<file path="src/rtl/nibble_pair_packer.sv">
// Assembles a valid/ready nibble stream into packed bytes {lo, hi}, padding odd packets.
// A single output register absorbs downstream backpressure while the next lo nibble is collected.
module nibble_pair_packer #(
    parameter logic [3:0] PAD_NIBBLE = 4'h0,
    parameter int         COUNT_W    = 16
) (
    input  logic               clk,
    input  logic               rst,
    input  logic               in_valid,
    output logic               in_ready,
    input  logic [3:0]         in_nibble,
    input  logic               in_last,
    output logic               out_valid,
    input  logic               out_ready,
    output logic [7:0]         out_byte,
    output logic               out_last,
    output logic [COUNT_W-1:0] byte_count,
    output logic               ERROR
);

    typedef enum logic [1:0] {LO_WAIT, HI_WAIT, PAD} state_t;

    state_t     state;
    logic [3:0] lo_hold;
    logic       slot_free;
    logic       in_xfer;
    logic       out_xfer;

    assign slot_free = !out_valid || out_ready;
    assign in_xfer   = in_valid && in_ready;
    assign out_xfer  = out_valid && out_ready;

    // A lo nibble only fills lo_hold, so it is accepted even while the output is blocked.
    always_comb begin
        in_ready = 1'b0;
        case (state)
            LO_WAIT: in_ready = 1'b1;
            HI_WAIT: in_ready = slot_free;
            default: in_ready = 1'b0;
        endcase
    end

    always_ff @(posedge clk or posedge rst) begin
        if (rst) begin
            state      <= LO_WAIT;
            lo_hold    <= 4'h0;
            out_valid  <= 1'b0;
            out_byte   <= 8'h00;
            out_last   <= 1'b0;
            byte_count <= '0;
            ERROR      <= 1'b0;
        end else begin
            // A load below overrides this clear, keeping full throughput.
            if (out_xfer) begin
                out_valid  <= 1'b0;
                byte_count <= byte_count + 1'b1;
            end
            case (state)
                LO_WAIT: begin
                    if (in_xfer) begin
                        lo_hold <= in_nibble;
                        state   <= in_last ? PAD : HI_WAIT;
                    end
                end
                HI_WAIT: begin
                    if (in_xfer) begin
                        out_byte  <= {lo_hold, in_nibble};
                        out_last  <= in_last;
                        out_valid <= 1'b1;
                        state     <= LO_WAIT;
                    end
                end
                PAD: begin
                    if (slot_free) begin
                        out_byte  <= {lo_hold, PAD_NIBBLE};
                        out_last  <= 1'b1;
                        out_valid <= 1'b1;
                        ERROR     <= 1'b1;
                        state     <= LO_WAIT;
                    end
                end
                default: state <= LO_WAIT;
            endcase
        end
    end

endmodule

</file>
<file path="config.mk">
export PLATFORM = sky130hd
export DESIGN_NAME = nibble_pair_packer
export DESIGN_NICKNAME = d
export VERILOG_FILES = /design/src/rtl/nibble_pair_packer.sv
export SDC_FILE = /design/constraint.sdc
export NUM_CORES = 1
export LEC_CHECK = 0
export ABC_CLOCK_PERIOD_IN_PS = 5100
export BUFFER_PORTS_ARGS = -buffer_cell sky130_fd_sc_hd__buf_4
export CAP_MARGIN = 0
export CORE_ASPECT_RATIO = 1.5
export CORE_MARGIN = 10
export CORE_UTILIZATION = 56
export DETAILED_ROUTE_END_ITERATION = 7
export PLACE_DENSITY = 0.83
export SYNTH_ARGS = -nofsm -noshare
export SYNTH_HDL_FRONTEND = slang
export SYNTH_SLANG_ARGS = --single-unit
</file>
<file path="constraint.sdc">
create_clock -name clk -period 5.1 [get_ports clk]
set_clock_uncertainty 0.1 [all_clocks]
set_input_delay 0.765 -clock clk [delete_from_list [all_inputs] [get_ports clk]]
set_output_delay 0.765 -clock clk [all_outputs]
set_load 0.01 [all_outputs]
</file>
### Yosys cells after proc, flatten, opt, wreduce, memory -nomap -nowiden

Index checks and enable logic that the tools add are counted.

| word-level totals | value |
|---|---|
| memory bits (read-only) | 0 |
| input bits | 9 |
| word-level logic and storage cells | 39 |
| register bits after elaboration | 33 |
| memories kept | 0 |
| bits in latches | 0 |
| bits in writable memories | 0 |

| operators by class | value |
|---|---|
| bitwise operators | 0 |
| div/mod/pow operators | 0 |
| reduce and logical (&&, ||, !) cells | 10 |
| equality and inequality tests | 5 |
| muxes and demuxes | 16 |
| multipliers | 0 |
| shift-type cells | 0 |
| add/sub/neg operators | 1 |
| magnitude comparators | 0 |

Operator list:

| operator | number |
|---|---|
| adder 16 x 1 -> 16 bit, second input constant | 1 |
| 2-to-1 mux 8 bit | 2 |
| one-hot mux 8 bit (2 select lines) | 1 |
| 2-to-1 mux 2 bit | 4 |
| inequality test 2 bit, second input constant | 3 |
| one-hot mux 1 bit (2 select lines) | 3 |
| one-hot mux 2 bit (3 select lines) | 1 |
| AND reduction 3 bit | 2 |
| 2-to-1 mux 1 bit | 5 |
| AND reduction 2 bit | 2 |
| == test 2 x 1 -> 1 bit, second input constant | 1 |
| == test 2 bit, second input constant | 1 |
| logical AND 1 bit | 2 |
| logical NOT 2 bit | 1 |
| nonzero test 2 bit | 1 |
| logical NOT 1 bit | 1 |
| logical OR 1 bit | 1 |

### Depth between registers and ports, before layout

Gate-level depths: netlist (run 1).

| logic depth | value |
|---|---|
| word-level depth | 6 |
| mapped depth | 7 |
| gate-level depth less buffers | 6 |

### Worst setup path after synthesis (run 1)

Ideal clock, no wire load.

| timing | value |
|---|---|
| path type | input port to output port |
| start point | in out_ready |
| end point | out in_ready |
| arrival | 1.228 ns |
| path buffers | 0 |
| setup slack | 3.007 ns |
| stages | 2 |
| cells stage by stage | or2b_4 a21o_1 |

| between the ends | value |
|---|---|
| cells in the longest elaborated chain, start to end | 2 |

RTL lines:

| item | RTL line | text |
|---|---|---|
| start, declared | 14 | `input logic out_ready,` |
| logical OR 1 bit | 29 | `assign slot_free = !out_valid \|\| out_ready;` |
| one-hot mux 1 bit (2 select lines) | 36 | `case (state)` |
| end, declared | 10 | `output logic in_ready,` |

No other way between the ends.

### Final worst setup path (run 1)

Same ends and word-level chain as after synthesis.

==> key figures, run 1 <==
Worst setup path
  – Worst path max stage delay: ~0.27 ns
  – CP required: between 4 and 5 ns
  – Slowest cell on crit path: or2b_4
  – Critical Path End Type: output port
  – Cell with the most instances on the worst path: buf_4
  – CP Class: in2out
  – CP max FO: 6
  – Arrival time worst endpoint: 1.47 ns
  – Reg-to-reg startpoint: state[0]
  – CP Launch Point: out_ready
  – R2R setup slack: about 3 ns
  – Crit path cell chain: buf_4 -> or2b_4 -> a21o_1 -> buf_4
  – Startpoint type of the worst setup path: primary input
  – Worst R2R Path Depth: 5
  – Reg2reg end: out_byte[2]

Placement
  – Input/output buffers: 36
  – Final HPWL DP: between 2000 and 2500 µm
  – DP Area: between 1500 and 2000 µm²
  – Routability congestion estimate: 0.773
  – Post-Place Cells: 192
  – DP Worst Slack: about 2.8 ns

Pwr
  – Pwr Density: 511 nW/µm²
  – Maximum vdd drop: between 0.3 and 0.4 mV
  – Tot Pwr: 0.946 mW
  – Pleak: 0.893 nW

Timing
  – FMAX: approximately 430 MHz
  – Final Hold Viols: 0
  – Hold WS: around 0.39 ns
  – Worst Tran Pin Value: 0.489 ns
  – Slew Limit Fails: 0
  – TNS Setup: 0 ns
  – Final setup viols: 0
  – RSZ-0062 raised after global routing: false
  – Rel. slew slack: 67.4%
  – Post-route minimum period: between 2 and 2.5 ns
  – Final Cycle Share: a little under half
  – Setup WS post-layout: 2.76 ns

Clock network
  – Clock Tree Buf Depth: 2
  – CTS tree: done
  – CTS Buf Count: 5
  – Post-CTS sizing: 0
  – Sink Count: 33
  – Clk slew on worst S/H paths: ~0.10 ns
  – # hold bufs at CTS: 0
  – Skew-Pair Late Insertion Delay: ~0.35 ns
  – Clock Root Buffer: clkbuf_4
  – Post-CTS Setup Inserts: 0
  – H-Tree Depth: 2

Global routing
  – First-pass GRT wire length: 5530 µm
  – Vias in the first global route: ~1200
  – Remaining global-route overflow: 0
  – Initial antenna violation count: 0
  – Pin count of the biggest net entering global routing: 34
  – Total track usage: between 10 and 15%

Floorplan
  – Die X: approximately 62 µm
  – Core area: ~2500 µm²
  – I/O Pins: 37
  – Starting Density: 59.2%
  – Die height: ~83 µm
  – Rows: 22
  – Die ar.: around 5100 µm²

Hold path
  – HP Class: reg2reg
  – Worst hold stages: 1
  – Min-delay src: ERROR
  – Hold Path End: ERROR

Routing
  – Via count: between 1000 and 1500
  – Drt pass-1 iters: 4
  – DR WL/cell: between 15 and 20 µm
  – Post-route DRC violation count: 0
  – Post-route ant nets: 0
  – First DRT Iteration DRCs: 32
  – Post-Route WL: about 3300 µm
  – Vias per cell: roughly 5.2

Layout
  – Fill cells: approximately 180
  – Design area: about 1900 µm²
  – Area growth syn-to-layout: 24.9%
  – Final #Nets: 176
  – Fin util: between 70 and 80%
  – Fin cells: 200
  – ANT cells: 0
  – Layout cells sized above 1: roughly 38%
  – Most frequent cells in the layout: 37 x buf_4, 33 x dfrtp_1, 13 x mux2_2, 12 x xnor2_1, 10 x nand2_1
  – Commonest non-fill, non-tap cell in the layout: buf_4

Flow run
  – # Max-Cap Violations: 0

Run status
  – Status: finished clean

Logic synthesis
  – Syn Area/Cell: roughly 12 µm²
  – Mapped Area: ~1500 µm²
  – Yosys reg bits: 33
  – Cells after synthesis: 120
  – Yosys warning count: 0
  – Syn nets: roughly 130
  – Synth unique cells: 28
  – Register area share after synthesis: a little under three fifths
[layer usage]
layer	global-route usage, %	vias up	share of wire [%]
met4	7.52	0	2.9
met2	21.8	43	51
li1	-	493	-
met3	5.03	11	7.3
met5	0	-	0
met1	15.4	494	38
[worst max path at each step]
| stage | end | slack [ns] |
|---|---|---|
| after floorplan | in_ready | 3.01 |
| after global placement | in_ready | 2.77 |
| after detailed placement | in_ready | 2.77 |
| after CTS | in_ready | 2.77 |
| after global routing | in_ready | 2.74 |
| final | in_ready | 2.76 |
[cells by family (layout without fill, tap and decap cells)]
kind of cell             after synthesis  count (layout)  synth area share [%]
AND/OR/NAND/NOR                       37              37                  13.3
adder cells (fa/ha/maj)                4               4                  3.38
XOR/XNOR                              15              15                  8.86
buffers and inverters                  8              52                  2.11
flip-flops                            33              33                  55.7
multiplexers                          15              15                  11.2
AO/OA/AOI/OAI                          8               8                  5.40
[flip-flops by register name, indices dropped and copies added (netlist names)]
register	cells
lo_hold	4
out_byte	8
out_last	1
state	2
out_valid	1
byte_count	16
ERROR	1
[where the power goes]
| group | internal, mW | leakage (nW) | total (mW) | switching (mW) |
|---|---|---|---|---|
| Sequential | 0.345 | 0.415 | 0.410 | 0.0653 |
| Combinational | 0.213 | 0.446 | 0.394 | 0.181 |
| Clock | 0.0524 | 0.0320 | 0.141 | 0.0889 |
[cells in the mapped netlist]
cell type / count / area [µm²]
and2b_1: 1 / 7.51
inv_1: 7 / 26.3
a21o_1: 2 / 15.0
mux2_2: 13 / 146
xnor2_1: 12 / 105
a21oi_2: 1 / 8.76
ha_1: 4 / 50.1
nor2b_1: 3 / 18.8
a21oi_1: 1 / 5.00
or2b_4: 1 / 11.3
xor2_1: 3 / 26.3
o21ai_0: 1 / 5.00
nor3_1: 2 / 10.0
o32ai_4: 1 / 27.5
nand3_1: 3 / 15.0
nand3b_1: 1 / 7.51
nor2_1: 4 / 15.0
nand4_1: 6 / 37.5
clkbuf_2: 1 / 5.00
nor4_1: 1 / 6.26
nand2_1: 10 / 37.5
and2_1: 2 / 12.5
or2_2: 1 / 6.26
nand2b_1: 2 / 12.5
mux2i_1: 2 / 20.0
dfrtp_1: 33 / 826
o21ba_2: 1 / 10.0
a32oi_1: 1 / 8.76
[critical path, delay by kind of cell]
kind                   cells  cell delay, ns
AND/OR/NAND/NOR            1            0.27
buffers and inverters      2            0.26
AO/OA/AOI/OAI              1            0.18
[layout make-up]
type	instances	area, µm²	area share [%]
sequential	33	826	44.6
multi-input combinational	79	626	33.8
inverter	7	26.3	1.42
tap	36	45.0	2.43
clock buffer	6	41.3	2.23
timing repair buffer	37	278	15.0
clock inverter	2	10.0	0.541
Power figures use the tool's default switching activity.
==> inputs of run 2 (changes only) <==
==> config.mk (replaced) <==
export PLATFORM = sky130hd
export DESIGN_NAME = nibble_pair_packer
export DESIGN_NICKNAME = d
export VERILOG_FILES = /design/src/rtl/nibble_pair_packer.sv
export SDC_FILE = /design/constraint.sdc
export NUM_CORES = 1
export LEC_CHECK = 0
export ABC_CLOCK_PERIOD_IN_PS = 2150
export BUFFER_PORTS_ARGS = -buffer_cell sky130_fd_sc_hd__buf_4
export CAP_MARGIN = 0
export CORE_ASPECT_RATIO = 1.5
export CORE_MARGIN = 10
export CORE_UTILIZATION = 52
export DETAILED_ROUTE_END_ITERATION = 7
export PLACE_DENSITY = 0.78
export SYNTH_ARGS = -nofsm -noshare
export SYNTH_HDL_FRONTEND = slang
export SYNTH_SLANG_ARGS = --single-unit
==> constraint.sdc (replaced) <==
create_clock -name clk -period 2.15 [get_ports clk]
set_clock_uncertainty 0.1 [all_clocks]
set_input_delay 0.3225 -clock clk [delete_from_list [all_inputs] [get_ports clk]]
set_output_delay 0.3225 -clock clk [all_outputs]
set_load 0.01 [all_outputs]
==> run 2 against run 1 <==
Die area grew 5.5%. Routed wire length fell by 5.5%. Global-route usage fell by 2.2 points. Design area rose by 2.0%. Worst hold slack worse by 0.35 ns. Sequential share of layout area decreased by 0.89 points.
==> key figures, run 2 (same netlist as run 1, synthesis figures left out) <==
Pwr
  – Switching pwr: 0.761 mW (was 0.335 mW)
  – Pwr Density: 1230 nW/µm² (was 511 nW/µm²)
  – Reg power frac: 41.6% (was 43.4%)
  – Sw Ratio: 32.8% (was 35.4%)
  – Clock share of power: 18.5% (was 14.9%)
  – Pleak: 0.906 nW (was 0.893 nW)
  – Tot Pwr: 2.32 mW (was 0.946 mW)
  – Cell Int Power: 1.56 mW (was 0.611 mW)
  – Maximum vdd drop: 0.685 mV (was 0.363 mV)
  – Combinational cell fraction of total power: 39.9% (was 41.7%)

Timing
  – Final Cycle Share: between 80% and 90%
  – Worst Tran Pin Value: 0.507 ns (was 0.489 ns)
  – TNS Setup: 0 ns (unchanged)
  – Slew Limit Fails: 0 (unchanged)
  – Final Hold Viols: 0 (unchanged)
  – Hold WS: 0.0413 ns (was 0.388 ns)
  – FMAX: 540 MHz
  – RSZ-0062 raised after global routing: false (unchanged)
  – Post-route minimum period: 1.85 ns
  – Setup WS post-layout: 0.298 ns (was 2.76 ns)
  – Final setup viols: 0 (unchanged)
  – Rel. slew slack: 66.2% (was 67.4%)

Clock network
  – Post-CTS Setup Inserts: 0 (unchanged)
  – Post-CTS sizing: 0 (unchanged)
  – Sink Count: 33 (unchanged)
  – Clock Root Buffer: clkbuf_8 (was clkbuf_4)
  – CTS Buf Count: 5 (unchanged)
  – H-Tree Depth: 2 (unchanged)
  – Clock Tree Buf Depth: 2 (unchanged)
  – Skew-Pair Late Insertion Delay: 0.28 ns (was 0.35 ns)
  – # hold bufs at CTS: 0 (unchanged)
  – CTS tree: done (unchanged)
  – Clk slew on worst S/H paths: 0.06 ns (was 0.10 ns)

Worst setup path
  – Arrival time worst endpoint: 1.91 ns (was 1.47 ns)
  – R2R setup slack: 0.30 ns (was 2.97 ns)
  – Startpoint type of the worst setup path: flip-flop (was primary input)
  – CP required: 2.21 ns (was 4.24 ns)
  – Worst R2R Path Depth: 5 (unchanged)
  – Critical Path End Type: flip-flop (was output port)
  – CP Launch Point: state[0] (was out_ready)
  – CP max FO: 9 (was 6)
  – Reg-to-reg startpoint: state[0] (unchanged)
  – Reg2reg end: out_byte[5] (was out_byte[2])
  – CP Class: reg2reg (was in2out)
  – Critical path endpoint: out_byte[5] (was in_ready)

Layout
  – Reg with most FFs: byte_count (unchanged)
  – Area growth syn-to-layout: 27.4% (was 24.9%)
  – Reg area: 826 µm² (unchanged)
  – Multi-input logic area: 626 µm² (unchanged)
  – Commonest non-fill, non-tap cell in the layout: buf_4 (unchanged)
  – Fill cells: 220 (was 181)
  – Layout cells sized above 1: 37.0% (was 37.8%)
  – Largest registers: byte_count (16), out_byte (8), lo_hold (4) (unchanged)
  – Fin cells: 202 (was 200)
  – Most frequent cells in the layout: 38 x buf_4, 33 x dfrtp_1, 13 x mux2_2, 12 x xnor2_1, 10 x nand2_1 (was 37 x buf_4, 33 x dfrtp_1, 13 x mux2_2, 12 x xnor2_1, 10 x nand2_1)
  – Final #Nets: 177 (was 176)
  – Largest register FFs: 16 (unchanged)
  – ANT cells: 0 (unchanged)

Global routing
  – Pin count of the biggest net entering global routing: 34 (unchanged)
  – Total track usage: 11.7% (was 13.9%)
  – Vias in the first global route: 1139 (was 1173)
  – First-pass GRT wire length: 5120 µm (was 5530 µm)
  – Remaining global-route overflow: 0 (unchanged)
  – Initial antenna violation count: 0 (unchanged)

Routing
  – Post-Route WL: 3080 µm (was 3260 µm)
  – Via count: 1031 (was 1041)
  – Drt pass-1 iters: 4 (unchanged)
  – Vias per cell: 5.10 (was 5.21)
  – First DRT Iteration DRCs: 29 (was 32)
  – Post-route ant nets: 0 (unchanged)
  – DR WL/cell: 15.2 µm (was 16.3 µm)
  – Post-route DRC violation count: 0 (unchanged)

Floorplan
  – Rows: 23 (was 22)
  – Die X: 63.6 µm (was 62.0 µm)
  – Die ar.: 5430 µm² (was 5150 µm²)
  – I/O Pins: 37 (unchanged)
  – Starting Density: 54.8% (was 59.2%)
  – Core area: 2710 µm² (was 2500 µm²)
  – Die height: 85.4 µm (was 83.0 µm)

Placement
  – Final HPWL DP: 2350 µm (was 2500 µm)
  – Routability congestion estimate: 0.774 (was 0.773)
  – DP Worst Slack: 0.302 ns (was 2.77 ns)
  – Input/output buffers: 36 (unchanged)
  – Post-Place Cells: 194 (was 192)

Run status
  – Status: finished clean (unchanged)

Flow run
  – # Max-Cap Violations: 0 (unchanged)

Hold path
  – HP Class: in2async (was reg2reg)
-- run 2: changes by cell type in the layout (fill, tap and decap cells not counted) --
cell,delta
clkbuf_1,+2
clkinv_2,-2
clkbuf_4,-5
clkbuf_8,+5
buf_4,+1
-- run 2: power groups by stage --
stage	sequential (mW)	combinational, mW	clock (mW)
CTS	0.967	0.944	0.446
finish	0.966	0.925	0.430
floorplan	1.02	0.509	0
global route	0.995	1.01	0.482
global placement	0.969	0.910	0
detailed placement	0.975	0.939	0
-- run 2: worst min path at each step --
stage,from,end,slack (ns)
after floorplan,rst,ERROR,0.35
after global placement,rst,byte_count[12],0.34
after detailed placement,rst,byte_count[13],0.35
after CTS,rst,ERROR,0.05
after global routing,rst,ERROR,0.08
final,rst,out_valid,0.04
-- run 2: final cells by class --
| cell class | count | area share (%) |
|---|---|---|
| Sequential cell | 33 | 43.7 |
| Multi-Input combinational cell | 79 | 33.1 |
| Timing Repair Buffer | 38 | 15.1 |
| Clock buffer | 8 | 4.24 |
| Tap cell | 37 | 2.45 |
| Inverter | 7 | 1.39 |
-- run 2: through the flow --
stage               utilization (%)  instance area (µm²)
floorplan                         -                 1480
global placement               66.9                 1810
detailed placement             66.9                 1810
CTS                            69.8                 1890
global route                   69.8                 1890
finish                         69.8                 1890
-- run 2: worst max-delay path: stages (launching register included) --
cell     delay (ns)
dfrtp_1        0.38
inv_1          0.10
ha_1           0.17
inv_1          0.09
o32ai_4        0.50
mux2_2         0.39
-- run 2: routing by layer --
layer / track usage, % / share of wire [%] / vias up
li1: - / - / 490
met1: 11.1 / 39 / 505
met2: 20.8 / 52 / 29
met3: 5.00 / 6.5 / 7
met4: 5.99 / 1.7 / 0
met5: 0 / 0 / -
==> inputs of run 3 (changes only) <==
==> config.mk (replaced) <==
export PLATFORM = sky130hd
export DESIGN_NAME = nibble_pair_packer
export DESIGN_NICKNAME = d
export VERILOG_FILES = /design/src/rtl/nibble_pair_packer.sv
export SDC_FILE = /design/constraint.sdc
export NUM_CORES = 1
export LEC_CHECK = 0
export ABC_CLOCK_PERIOD_IN_PS = 2140
export BUFFER_PORTS_ARGS = -buffer_cell sky130_fd_sc_hd__buf_4
export CAP_MARGIN = 0
export CORE_ASPECT_RATIO = 1.5
export CORE_MARGIN = 10
export CORE_UTILIZATION = 56
export DETAILED_ROUTE_END_ITERATION = 7
export MAX_ROUTING_LAYER = met4
export PLACE_DENSITY = 0.83
export SYNTH_ARGS = -nofsm -noshare
export SYNTH_HDL_FRONTEND = slang
export SYNTH_SLANG_ARGS = --single-unit
==> constraint.sdc (replaced) <==
create_clock -name clk -period 2.14 [get_ports clk]
set_clock_uncertainty 0.1 [all_clocks]
set_input_delay 0.321 -clock clk [delete_from_list [all_inputs] [get_ports clk]]
set_output_delay 0.321 -clock clk [all_outputs]
set_load 0.01 [all_outputs]
==> run 3 against run 2 <==
Core utilization increased by 4.7 points. Power shrank 2.8%. Maximum frequency fell by 1.1%. Via count increased by 0.68%. Sequential power is 2% higher. Count of clock-buffer cells in the layout unchanged. Design area shrank 1.2%. Final cell count is the same. Critical path depth unchanged. Clock power down 23%. Largest power group unchanged.
==> key figures, run 3 (same netlist as run 1, synthesis figures left out) <==
Run status
  – Status: finished clean (unchanged)

Pwr
  – Maximum vdd drop: 0.748 mV (was 0.685 mV)
  – Pwr Density: 1210 nW/µm² (was 1230 nW/µm²)
  – Tot Pwr: 2.26 mW (was 2.32 mW)
  – Pleak: 0.897 nW (was 0.906 nW)

Clock network
  – CTS tree: done (unchanged)
  – CTS Buf Count: 5 (unchanged)
  – Sink Count: 33 (unchanged)
  – Clock Tree Buf Depth: 2 (unchanged)
  – Skew-Pair Late Insertion Delay: 0.34 ns (was 0.28 ns)
  – Clk slew on worst S/H paths: 0.10 ns (was 0.06 ns)
  – Post-CTS sizing: 0 (unchanged)
  – Post-CTS Setup Inserts: 0 (unchanged)
  – H-Tree Depth: 2 (unchanged)
  – Clock Root Buffer: clkbuf_4 (was clkbuf_8)

Layout
  – Final #Nets: 178 (was 177)
  – Largest registers: byte_count (16), out_byte (8), lo_hold (4) (unchanged)
  – Layout cells sized above 1: 36.7% (was 37.0%)
  – ANT cells: 0 (unchanged)
  – Reg with most FFs: byte_count (unchanged)
  – Fill cells: 182 (was 220)
  – Most frequent cells in the layout: 38 x buf_4, 33 x dfrtp_1, 13 x mux2_2, 12 x xnor2_1, 10 x nand2_1 (unchanged)
  – Area growth syn-to-layout: 25.9% (was 27.4%)
  – Commonest non-fill, non-tap cell in the layout: buf_4 (unchanged)
  – Largest register FFs: 16 (unchanged)
  – Fin util: 74.5% (was 69.8%)

Routing
  – Post-Route WL: 3130 µm (was 3080 µm)
  – Via count: 1038 (was 1031)
  – First DRT Iteration DRCs: 14 (was 29)
  – Drt pass-1 iters: 4 (unchanged)
  – Post-route ant nets: 0 (unchanged)
  – Vias per cell: 5.14 (was 5.10)
  – Post-route DRC violation count: 0 (unchanged)
  – DR WL/cell: 15.5 µm (was 15.2 µm)

Global routing
  – Remaining global-route overflow: 0 (unchanged)
  – Initial antenna violation count: 0 (unchanged)
  – Total track usage: 13.8% (was 11.7%)
  – Vias in the first global route: 1182 (was 1139)
  – Pin count of the biggest net entering global routing: 34 (unchanged)
  – First-pass GRT wire length: 5330 µm (was 5120 µm)

Placement
  – DP Worst Slack: 0.279 ns (was 0.302 ns)
  – Input/output buffers: 36 (unchanged)
  – Routability congestion estimate: 0.810 (was 0.774)
  – Final HPWL DP: 2450 µm (was 2350 µm)

Worst setup path
  – CP required: 2.27 ns (was 2.21 ns)
  – Crit path cell chain: inv_1 -> ha_1 -> inv_1 -> o32ai_4 -> mux2_2 (unchanged)
  – CP max FO: 9 (unchanged)
  – Critical Path End Type: flip-flop (unchanged)
  – Startpoint type of the worst setup path: flip-flop (unchanged)
  – Cell with the most instances on the worst path: inv_1 (unchanged)
  – Worst path max stage delay: 0.48 ns (was 0.50 ns)
  – CP Class: reg2reg (unchanged)
  – Slowest cell on crit path: o32ai_4 (unchanged)
  – Arrival time worst endpoint: 2.00 ns (was 1.91 ns)
  – Worst R2R Path Depth: 5 (unchanged)

Floorplan
  – Rows: 22 (was 23)
  – Die height: 83.0 µm (was 85.4 µm)
  – Die X: 62.0 µm (was 63.6 µm)
  – I/O Pins: 37 (unchanged)
  – Starting Density: 59.2% (was 54.8%)
  – Core area: 2500 µm² (was 2710 µm²)
  – Die ar.: 5150 µm² (was 5430 µm²)

Timing
  – RSZ-0062 raised after global routing: false (unchanged)
  – Final setup viols: 0 (unchanged)
  – Setup WS post-layout: 0.268 ns (was 0.298 ns)
  – Rel. slew slack: 68.0% (was 66.2%)
  – TNS Setup: 0 ns (unchanged)
  – Post-route minimum period: 1.87 ns (was 1.85 ns)
  – Hold WS: 0.125 ns (was 0.0413 ns)
  – FMAX: 534 MHz (was 540 MHz)
  – Final Hold Viols: 0 (unchanged)
  – Worst Tran Pin Value: 0.480 ns (was 0.507 ns)
  – Slew Limit Fails: 0 (unchanged)
  – Final Cycle Share: 87.5% (was 86.1%)

Hold path
  – Worst hold stages: 2
  – HP Class: in2reg (was in2async)

Flow run
  – # Max-Cap Violations: 0 (unchanged)
## run 3: cell types whose count changed in the layout (fill, tap and decap cells not counted)
cell / change
dlygate4sd3_1: +1
clkbuf_4: +5
clkbuf_8: -5
## run 3: final cells by class
| type | count | area [µm²] | share of cell area, % |
|---|---|---|---|
| Clock buffer | 8 | 48.8 | 2.61 |
| Inverter | 7 | 26.3 | 1.41 |
| Multi-Input combinational cell | 79 | 626 | 33.5 |
| Sequential cell | 33 | 826 | 44.2 |
| Tap cell | 36 | 45.0 | 2.41 |
| Timing Repair Buffer | 39 | 295 | 15.8 |
## run 3: path summary, 6_finish.rpt
| check | slack (ns) | end | start |
|---|---|---|---|
| min in group asynchronous | 0.53 | byte_count[0] | rst |
| hold / removal | 0.12 | lo_hold[1] | in_nibble[1] |
| setup / recovery | 0.27 | out_byte[5] | state[0] |
| hold reg to reg | 0.37 | byte_count[15] | byte_count[15] |
| setup reg to reg | 0.27 | out_byte[5] | state[0] |
| max in group asynchronous | 1.13 | lo_hold[2] | rst |
## run 3: worst max-delay path, delay by kind of cell (launching register included)
kind                       cells  cell delay (ns)
AOI/OAI and AO/OA              1             0.48
adders and majority gates      1             0.19
buffers and inverters          2             0.20
DFF                            1             0.39
muxes                          1             0.40
## run 3: what timing repair did
item | CTS | global route
endpoints found under the setup margin | 0 | 0
hold buffers | 1 | 0
hold endpoints to repair | 33 | 0
## run 3: through the flow
| stage | cells | area, µm² |
|---|---|---|
| 2_1_floorplan | 120 | 1480 |
| 3_3_place_gp | 193 | 1810 |
| 3_5_place_dp | 193 | 1810 |
| 4_1_cts | 202 | 1870 |
| 5_1_grt | 202 | 1870 |
| 6_report | 202 | 1870 |
## run 3: metal layers
| layer | share of wire, % | track usage, % |
|---|---|---|
| met1 | 39 | 14.1 |
| met2 | 52 | 22.1 |
| met5 | 0 | - |
| met4 | 2.2 | 6.50 |
| met3 | 7.3 | 5.18 |
## run 3: power breakdown
group	switching, mW	internal (mW)
clock	0.198	0.131
combinational	0.426	0.515
sequential	0.163	0.823
